File: src/rtl/fifo_wr_arbiter.sv
// Round-robin arbiter that lets REQ_NUM requesters share one FIFO write port.
// Define FIFO_ARB_BURST_EN to keep a grant for up to BURST_LEN beats; otherwise every grant is one beat.
module fifo_wr_arbiter #(
    parameter int DATA_WIDTH = 8,
    parameter int REQ_NUM    = 4,
    parameter int BURST_LEN  = 4
) (
    input  logic                          wr_clk,
    input  logic                          wr_rst_n,
    input  logic [REQ_NUM-1:0]            req,
    input  logic [REQ_NUM*DATA_WIDTH-1:0] req_data,
    output logic [REQ_NUM-1:0]            ack,
    output logic [REQ_NUM-1:0]            grant,
    input  logic                          fifo_full,
    output logic                          fifo_wr_en,
    output logic [DATA_WIDTH-1:0]         fifo_data,
    output logic                          busy
);

    localparam int IDX_W = $clog2(REQ_NUM);

    if (REQ_NUM < 2 || REQ_NUM > 8) begin : g_bad_req_num
        $error("fifo_wr_arbiter: REQ_NUM must be 2..8");
    end
    if (BURST_LEN < 1 || BURST_LEN > 16) begin : g_bad_burst_len
        $error("fifo_wr_arbiter: BURST_LEN must be 1..16");
    end

    typedef enum logic {
        IDLE  = 1'b0,
        GRANT = 1'b1
    } state_t;

    state_t             state_q, state_d;
    logic [REQ_NUM-1:0] grant_q, grant_d;
    logic [IDX_W-1:0]   last_owner_q, last_owner_d;

    logic [IDX_W-1:0]      gidx;
    logic                  beat;
    logic                  last_beat;
    logic [REQ_NUM-1:0]    pick_oh;
    logic                  pick_valid;
    logic [DATA_WIDTH-1:0] data_sel;

    // Index of the current owner; zero when nothing is granted.
    always_comb begin
        gidx = '0;
        for (int i = 0; i < REQ_NUM; i++) begin
            if (grant_q[i]) begin
                gidx = IDX_W'(i);
            end
        end
    end

    always_comb begin
        beat = (state_q == GRANT) && req[gidx] && !fifo_full;
    end

    // Search starts one past the previous owner so every requester gets a turn.
    always_comb begin
        logic [IDX_W-1:0] idx;
        pick_oh    = '0;
        pick_valid = 1'b0;
        idx        = '0;
        for (int off = 1; off <= REQ_NUM; off++) begin
            idx = IDX_W'((int'(last_owner_q) + off) % REQ_NUM);
            if (!pick_valid && req[idx]) begin
                pick_oh[idx] = 1'b1;
                pick_valid   = 1'b1;
            end
        end
    end

    always_comb begin
        data_sel = '0;
        for (int i = 0; i < REQ_NUM; i++) begin
            if (grant_q[i]) begin
                data_sel = req_data[i*DATA_WIDTH +: DATA_WIDTH];
            end
        end
    end

`ifdef FIFO_ARB_BURST_EN
    logic [3:0] beat_cnt_q, beat_cnt_d;

    always_comb begin
        last_beat = beat && (beat_cnt_q == 4'(BURST_LEN - 1));
    end

    always_comb begin
        beat_cnt_d = beat_cnt_q;
        if (state_q == GRANT && state_d == IDLE) begin
            beat_cnt_d = '0;
        end else if (beat) begin
            beat_cnt_d = beat_cnt_q + 4'd1;
        end
    end

    always_ff @(posedge wr_clk or negedge wr_rst_n) begin
        if (!wr_rst_n) begin
            beat_cnt_q <= '0;
        end else begin
            beat_cnt_q <= beat_cnt_d;
        end
    end
`else
    always_comb begin
        last_beat = beat;
    end
`endif

    always_comb begin
        state_d      = state_q;
        grant_d      = grant_q;
        last_owner_d = last_owner_q;
        case (state_q)
            IDLE: begin
                if (pick_valid) begin
                    state_d = GRANT;
                    grant_d = pick_oh;
                end
            end
            GRANT: begin
                // A dropped request or the final beat of a burst hands the port back.
                if (!req[gidx] || last_beat) begin
                    state_d      = IDLE;
                    grant_d      = '0;
                    last_owner_d = gidx;
                end
            end
            default: begin
                state_d = IDLE;
                grant_d = '0;
            end
        endcase
    end

    always_ff @(posedge wr_clk or negedge wr_rst_n) begin
        if (!wr_rst_n) begin
            state_q      <= IDLE;
            grant_q      <= '0;
            last_owner_q <= IDX_W'(REQ_NUM - 1);
        end else begin
            state_q      <= state_d;
            grant_q      <= grant_d;
            last_owner_q <= last_owner_d;
        end
    end

    always_comb begin
        ack        = beat ? grant_q : '0;
        fifo_wr_en = beat;
        fifo_data  = data_sel;
        grant      = grant_q;
        busy       = (state_q == GRANT);
    end

endmodule

File: config.mk
export PLATFORM = sky130hd
export DESIGN_NAME = fifo_wr_arbiter
export DESIGN_NICKNAME = d
export VERILOG_FILES = /design/src/rtl/fifo_wr_arbiter.sv
export SDC_FILE = /design/constraint.sdc
export NUM_CORES = 1
export LEC_CHECK = 0
export CORE_MARGIN = 2
export CORE_UTILIZATION = 35
export DETAILED_ROUTE_END_ITERATION = 16
export HOLD_SLACK_MARGIN = 0.02
export PLACE_DENSITY_LB_ADDON = 0.25
export SYNTH_ARGS = -nofsm -noshare
export SYNTH_HDL_FRONTEND = slang
export SYNTH_SLANG_ARGS = --single-unit
File: constraint.sdc
create_clock -name wr_clk -period 3 [get_ports wr_clk]
set_input_delay 0.3 -clock wr_clk [delete_from_list [all_inputs] [get_ports wr_clk]]
set_output_delay 0.3 -clock wr_clk [all_outputs]
set_load 0.05 [all_outputs]
==> results of run 1 <==
## layout make-up
cell class / count / area, µm²
Multi-Input combinational cell: 96 / 711.9
Clock inverter: 1 / 5.005
Fill cell: 225 / 968.4
Timing Repair Buffer: 60 / 565.5
Inverter: 3 / 11.26
Clock buffer: 3 / 22.52
Tap cell: 30 / 37.54
Sequential cell: 7 / 177.7
## sequential cells by signal, summed over array words and instances, names as in the netlist
signal and count:
busy 1, grant 4, last_owner_q 2
## cells in the mapped netlist (2+ instances only)
library cell | number | area share (%)
nor3b_2 | 2 | 2.7
nand2_1 | 4 | 1.6
clkbuf_1 | 3 | 1.2
o21ai_0 | 18 | 9.6
nor2_1 | 6 | 2.4
o21ai_1 | 2 | 1.1
dfrtp_1 | 5 | 13
a31oi_1 | 4 | 2.7
mux2i_1 | 6 | 6.4
and2_1 | 4 | 2.7
or2_1 | 2 | 1.3
o2111ai_1 | 4 | 3.7
ha_1 | 8 | 11
inv_1 | 3 | 1.2
dfstp_2 | 2 | 5.6
a21oi_1 | 2 | 1.1
a22oi_1 | 16 | 13
buf_4 | 2 | 1.6
a221o_1 | 4 | 4.3
## stage by stage
step | setup slack, ns | total power, mW | hold WS (ns) | util (%) | std cells
floorplan | 0.2231 | 1.033 | 0.004409 | - | 113
global placement | 0.6084 | 1.373 | 0.5570 | 60.16 | 196
detailed placement | 0.5409 | 1.395 | 0.5771 | 60.16 | 196
CTS | 0.2618 | 1.487 | 0.3016 | 61.26 | 200
global route | 0.1515 | 1.580 | 0.2975 | 61.26 | 200
finish | 0.2909 | 1.488 | 0.2950 | 61.26 | 200
## layout by cell type (no fill, tap or decap), types with 2 or more instances in the layout
cell,count
a22oi_1,16
nand2_1,4
mux2i_1,6
o21ai_1,2
buf_4,14
dfstp_2,2
o2111ai_1,4
clkdlybuf4s50_1,46
a31oi_1,4
or2_1,2
clkbuf_4,3
and2_1,4
nor3b_2,2
nor2_1,6
inv_1,3
a221o_1,4
a21oi_1,2
o21ai_0,18
dfrtp_1,5
ha_1,8
## where the power goes
group	switching [mW]	internal, mW	leakage (nW)
clock	0.0396	0.0489	0.0177
sequential	0.0717	0.146	0.0844
combinational	0.741	0.441	0.499
## path summary, 6_finish.rpt
check                                       startpoint                          end  slack (ns)  cells after the start
max                               grant[2]$_DFFE_PN0P_                 fifo_data[3]        0.29                      5
min                                           wr_rst_n         grant[3]$_DFFE_PN0P_        0.29                      1
max reg2reg                last_owner_q[0]$_DFFE_PN1P_         grant[3]$_DFFE_PN0P_        0.54                      7
min reg2reg                       grant[0]$_DFFE_PN0P_         grant[0]$_DFFE_PN0P_        0.63                      1
max in group asynchronous                     wr_rst_n  last_owner_q[0]$_DFFE_PN1P_        2.42                      1
min in group wr_clk               grant[0]$_DFFE_PN0P_         grant[0]$_DFFE_PN0P_        0.63                      1
## critical path, stage by stage (launching register included)
cell and delay, ns:
dfrtp_1 0.37, or2_1 0.27, nor3b_2 0.46, a22oi_1 0.12, o21ai_0 0.10, clkdlybuf4s50_1 0.82
## kinds of logic after synthesis
group / synth area share [%]
AOI/OAI and AO/OA: 39.17
adders and majority gates: 10.70
buffers and inverters: 4.945
DFF: 18.98
muxes: 7.620
and+or+nand+nor: 18.58
## layer usage
metal / GRT usage, % / wire (µm) / up-vias
met5: 0 / 0 / -
met4: 5.226 / 26 / 0
met3: 3.488 / 223 / 4
met2: 36.90 / 1591 / 54
met1: 24.93 / 1389 / 555
li1: - / - / 557
==> flow_summary.ini, run 1 <==
[outcome]
status = finished, final reports clean

[grt]
grt_pass1_vias = 1077
track_usage_pct = 20.46
grt_max_degree = 23
grt.overflow.total = 0
antenna_found_initial = 0
grt_pass1_wl_um = 5188

[clock_network]
cts_tree = done
root_buffer = clkbuf_4
cts-resized-gates = 0
cts_buffer_depth = 2
clkTransAtPathRegs_ns = 0.06
numCtsBuffers = 3
htreeDepth = 1
postCtsSetupBuffers = 0
ctsHoldBuffers = 0
numClockSinks = 7
clock_latency_ns = 0.26

[timing]
finClkSkew_ns = 0.001350
slew_headroom_pct = 64.27
period_minus_slack_ns = 2.709
tightest_slew_ns = 0.5310
fmax_mhz = 369.1
setup_viol = 0
slew_violations = 0
rsz0062_at_grt = no
period_share_pct = 90.30
tns_ns = 0
finalHoldViolCount = 0

[critical_path]
required_ns = 2.70
worstSetupPathType = reg2out
path_max_fanout = 8
arrival_ns = 2.41
start_kind = flop
crit_path_end_kind = primary output

[synth]
synth_warnings = 0
syn_area_per_cell_um2 = 8.282
ys_seq_area_share_pct = 18.98
synth_fp_nets = 160
ys_ff_latch = 7
async_flop_share_pct = 100.0
dominantRegCellSynth = dfrtp_1
synth_edf_count = 0
synth_cell_type_count = 35
synth_cells = 113
synthesis.area_um2 = 935.9

[final_layout]
drive_gt1_share_pct = 15.88
syn_to_final_growth_pct = 63.64
fin_nets = 218
final_cell_area_um2 = 1531
diodes = 0

[die]
row_count = 18
num_io_pins = 57
die_h_um = 55.71
die_x_um = 55.71
core-area_um2 = 2500
start_util_pct = 37.44
die_area_um2 = 3104

[power_and_ir_drop]
peakVddDrop_mv = 0.6984
powerDensity_nw_per_um2 = 971.9
p_leak_nw = 0.6014

[detailed_routing]
viasPerCell = 5.850
vias = 1170
ant_nets = 0
drc = 0
drt_wl_total_um = 3230
post_drt_wl_per_cell_um = 16.15
first_iter_violations = 39
first_pass_iters = 4

[placed_design]
dp_hpwl_um = 2544
gp_congestion = 0.8498
detailed_place.area_um2 = 1504
io_buffer_count = 56

[hold_path]
hp-class = in2async

[run]
maxCapViolCount = 0
Power figures use the tool's default switching activity.
==> inputs of run 2 (changes only) <==
GPL_TIMING_DRIVEN = 0   (was not set)
PLACE_DENSITY = 0.82   (was not set)
PLACE_DENSITY_LB_ADDON = not set   (was 0.25)
==> flow_summary.ini, run 2 (synthesis gave the netlist of run 1 again) <==
[critical_path]
r2r_cells = 9
crit_chain = clkdlybuf4s50_1, mux2i_1, o221ai_1, nor3b_2, clkdlybuf4s50_1
critPathMostFrequentCell = clkdlybuf4s50_1
cp_slowest_cell = clkdlybuf4s50_1
arrival_ns = 2.54
cp_num_buf_inv = 2
crit_path_end_kind = primary output
ff2ff_setup_slack_ns = 0.55
path_max_fanout = 8
reg2reg_to = grant[0]$_DFFE_PN0P_
required_ns = 2.70
start_kind = input port
max_stage_delay_ns = 0.87
worstSetupPathType = in2out
reg2reg_from = last_owner_q[0]$_DFFE_PN1P_
startpoint = req[0]
cp_top_family = buffers and inverters

[clock_network]
numClockSinks = 7
postCtsSetupBuffers = 0
clkTransAtPathRegs_ns = 0.05
root_buffer = clkbuf_4
clock_latency_ns = 0.24
cts_buffer_depth = 2
htreeDepth = 1
numCtsBuffers = 3
cts_tree = done
ctsHoldBuffers = 0
cts-resized-gates = 0

[power_and_ir_drop]
p_leak_nw = 0.6633
peakVddDrop_mv = 0.6703
comb_power_share_pct = 80.3
p_int_mw = 0.6478
p_switching_mw = 0.8459
powerDensity_nw_per_um2 = 952.0
p_seq_share_pct = 14.2
swShare_pct = 56.63
clockPowerShare_pct = 5.5

[placed_design]
io_buffer_count = 55
dp_hpwl_um = 2664
pre_cts_ws_ns = 0.09162
gp_congestion = 0.8665

[detailed_routing]
first_iter_violations = 45
first_pass_iters = 4
ant_nets = 0
viasPerCell = 5.728
post_drt_wl_per_cell_um = 15.89
drt_wl_total_um = 3209
vias = 1157
drc = 0

[final_layout]
layout_common_cells = clkdlybuf4s50_1, o21ai_0, a22oi_1
fin_nets = 220
mostFrequentLayoutCell = clkdlybuf4s50_1
syn_to_final_growth_pct = 67.65
post-route-util_pct = 62.76
largest_register_ffs = 4
diodes = 0
drive_gt1_share_pct = 8.721
num-fill-cells = 220

[grt]
track_usage_pct = 21.95
grt_pass1_wl_um = 5533
antenna_found_initial = 0
grt_max_degree = 12
grt_pass1_vias = 1071
grt.overflow.total = 0

[timing]
slew_violations = 0
slew_headroom_pct = 64.48
period_minus_slack_ns = 2.840
tightest_slew_ns = 0.5319
period_share_pct = 94.65
finalHoldViolCount = 0
fmax_mhz = 352.2
finClkSkew_ns = 0.002786
fin_ws_ns = 0.1605
rsz0062_at_grt = no
tns_ns = 0
setup_viol = 0

[outcome]
status = finished, final reports clean

[hold_path]
hp-class = in2async

[die]
die_area_um2 = 3104
start_util_pct = 37.44
num_io_pins = 57
core-area_um2 = 2500
row_count = 18
die_h_um = 55.71
die_x_um = 55.71

[run]
maxCapViolCount = 0
-- run 2: layout make-up --
type	instances	area, µm²	area share (%)
repair buffers	55	563.0	35.89
multi-input cells	96	718.2	45.77
well taps	30	37.54	2.392
clock buffers	4	26.28	1.675
flip-flops and latches	7	177.7	11.32
inverters	3	11.26	0.7177
plain buffers	7	35.03	2.233
-- run 2: metal layers --
| metal | GRT usage [%] | routed length, µm | vias up |
|---|---|---|---|
| li1 | - | - | 561 |
| met1 | 27.86 | 1427 | 546 |
| met2 | 38.10 | 1566 | 50 |
| met3 | 3.023 | 216 | 0 |
| met4 | 6.969 | 0 | 0 |
| met5 | 0 | 0 | - |
-- run 2: metrics by stage --
step | instances | hold slack [ns] | area [µm²] | total power [mW]
final | 202 | 0.3151 | 1569 | 1.494
after global routing | 202 | 0.3308 | 1569 | 1.607
after CTS | 202 | 0.3182 | 1550 | 1.495
after detailed placement | 198 | 0.5609 | 1524 | 1.408
after global placement | 198 | 0.5387 | 1524 | 1.369
after floorplan | 113 | 0.004409 | 935.9 | 1.033
-- run 2: how the worst max path moves through the flow --
stage / endpoint / slack [ns] / depth (start not counted)
6_report: fifo_wr_en / 0.16 / 5
5_1_grt: fifo_wr_en / 0.03 / 5
2_1_floorplan: ack[0] / 0.22 / 4
4_1_cts: ack[2] / 0.07 / 6
3_3_place_gp: ack[2] / 0.15 / 6
3_5_place_dp: ack[2] / 0.09 / 6
-- run 2: power by group through the flow --
stage | Combinational (mW) | Clock [mW] | Sequential [mW]
4_1_cts | 1.20 | 0.0861 | 0.210
5_1_grt | 1.29 | 0.0942 | 0.223
2_1_floorplan | 0.748 | 0 | 0.285
6_report | 1.20 | 0.0828 | 0.212
3_3_place_gp | 1.16 | 0 | 0.205
3_5_place_dp | 1.20 | 0 | 0.211
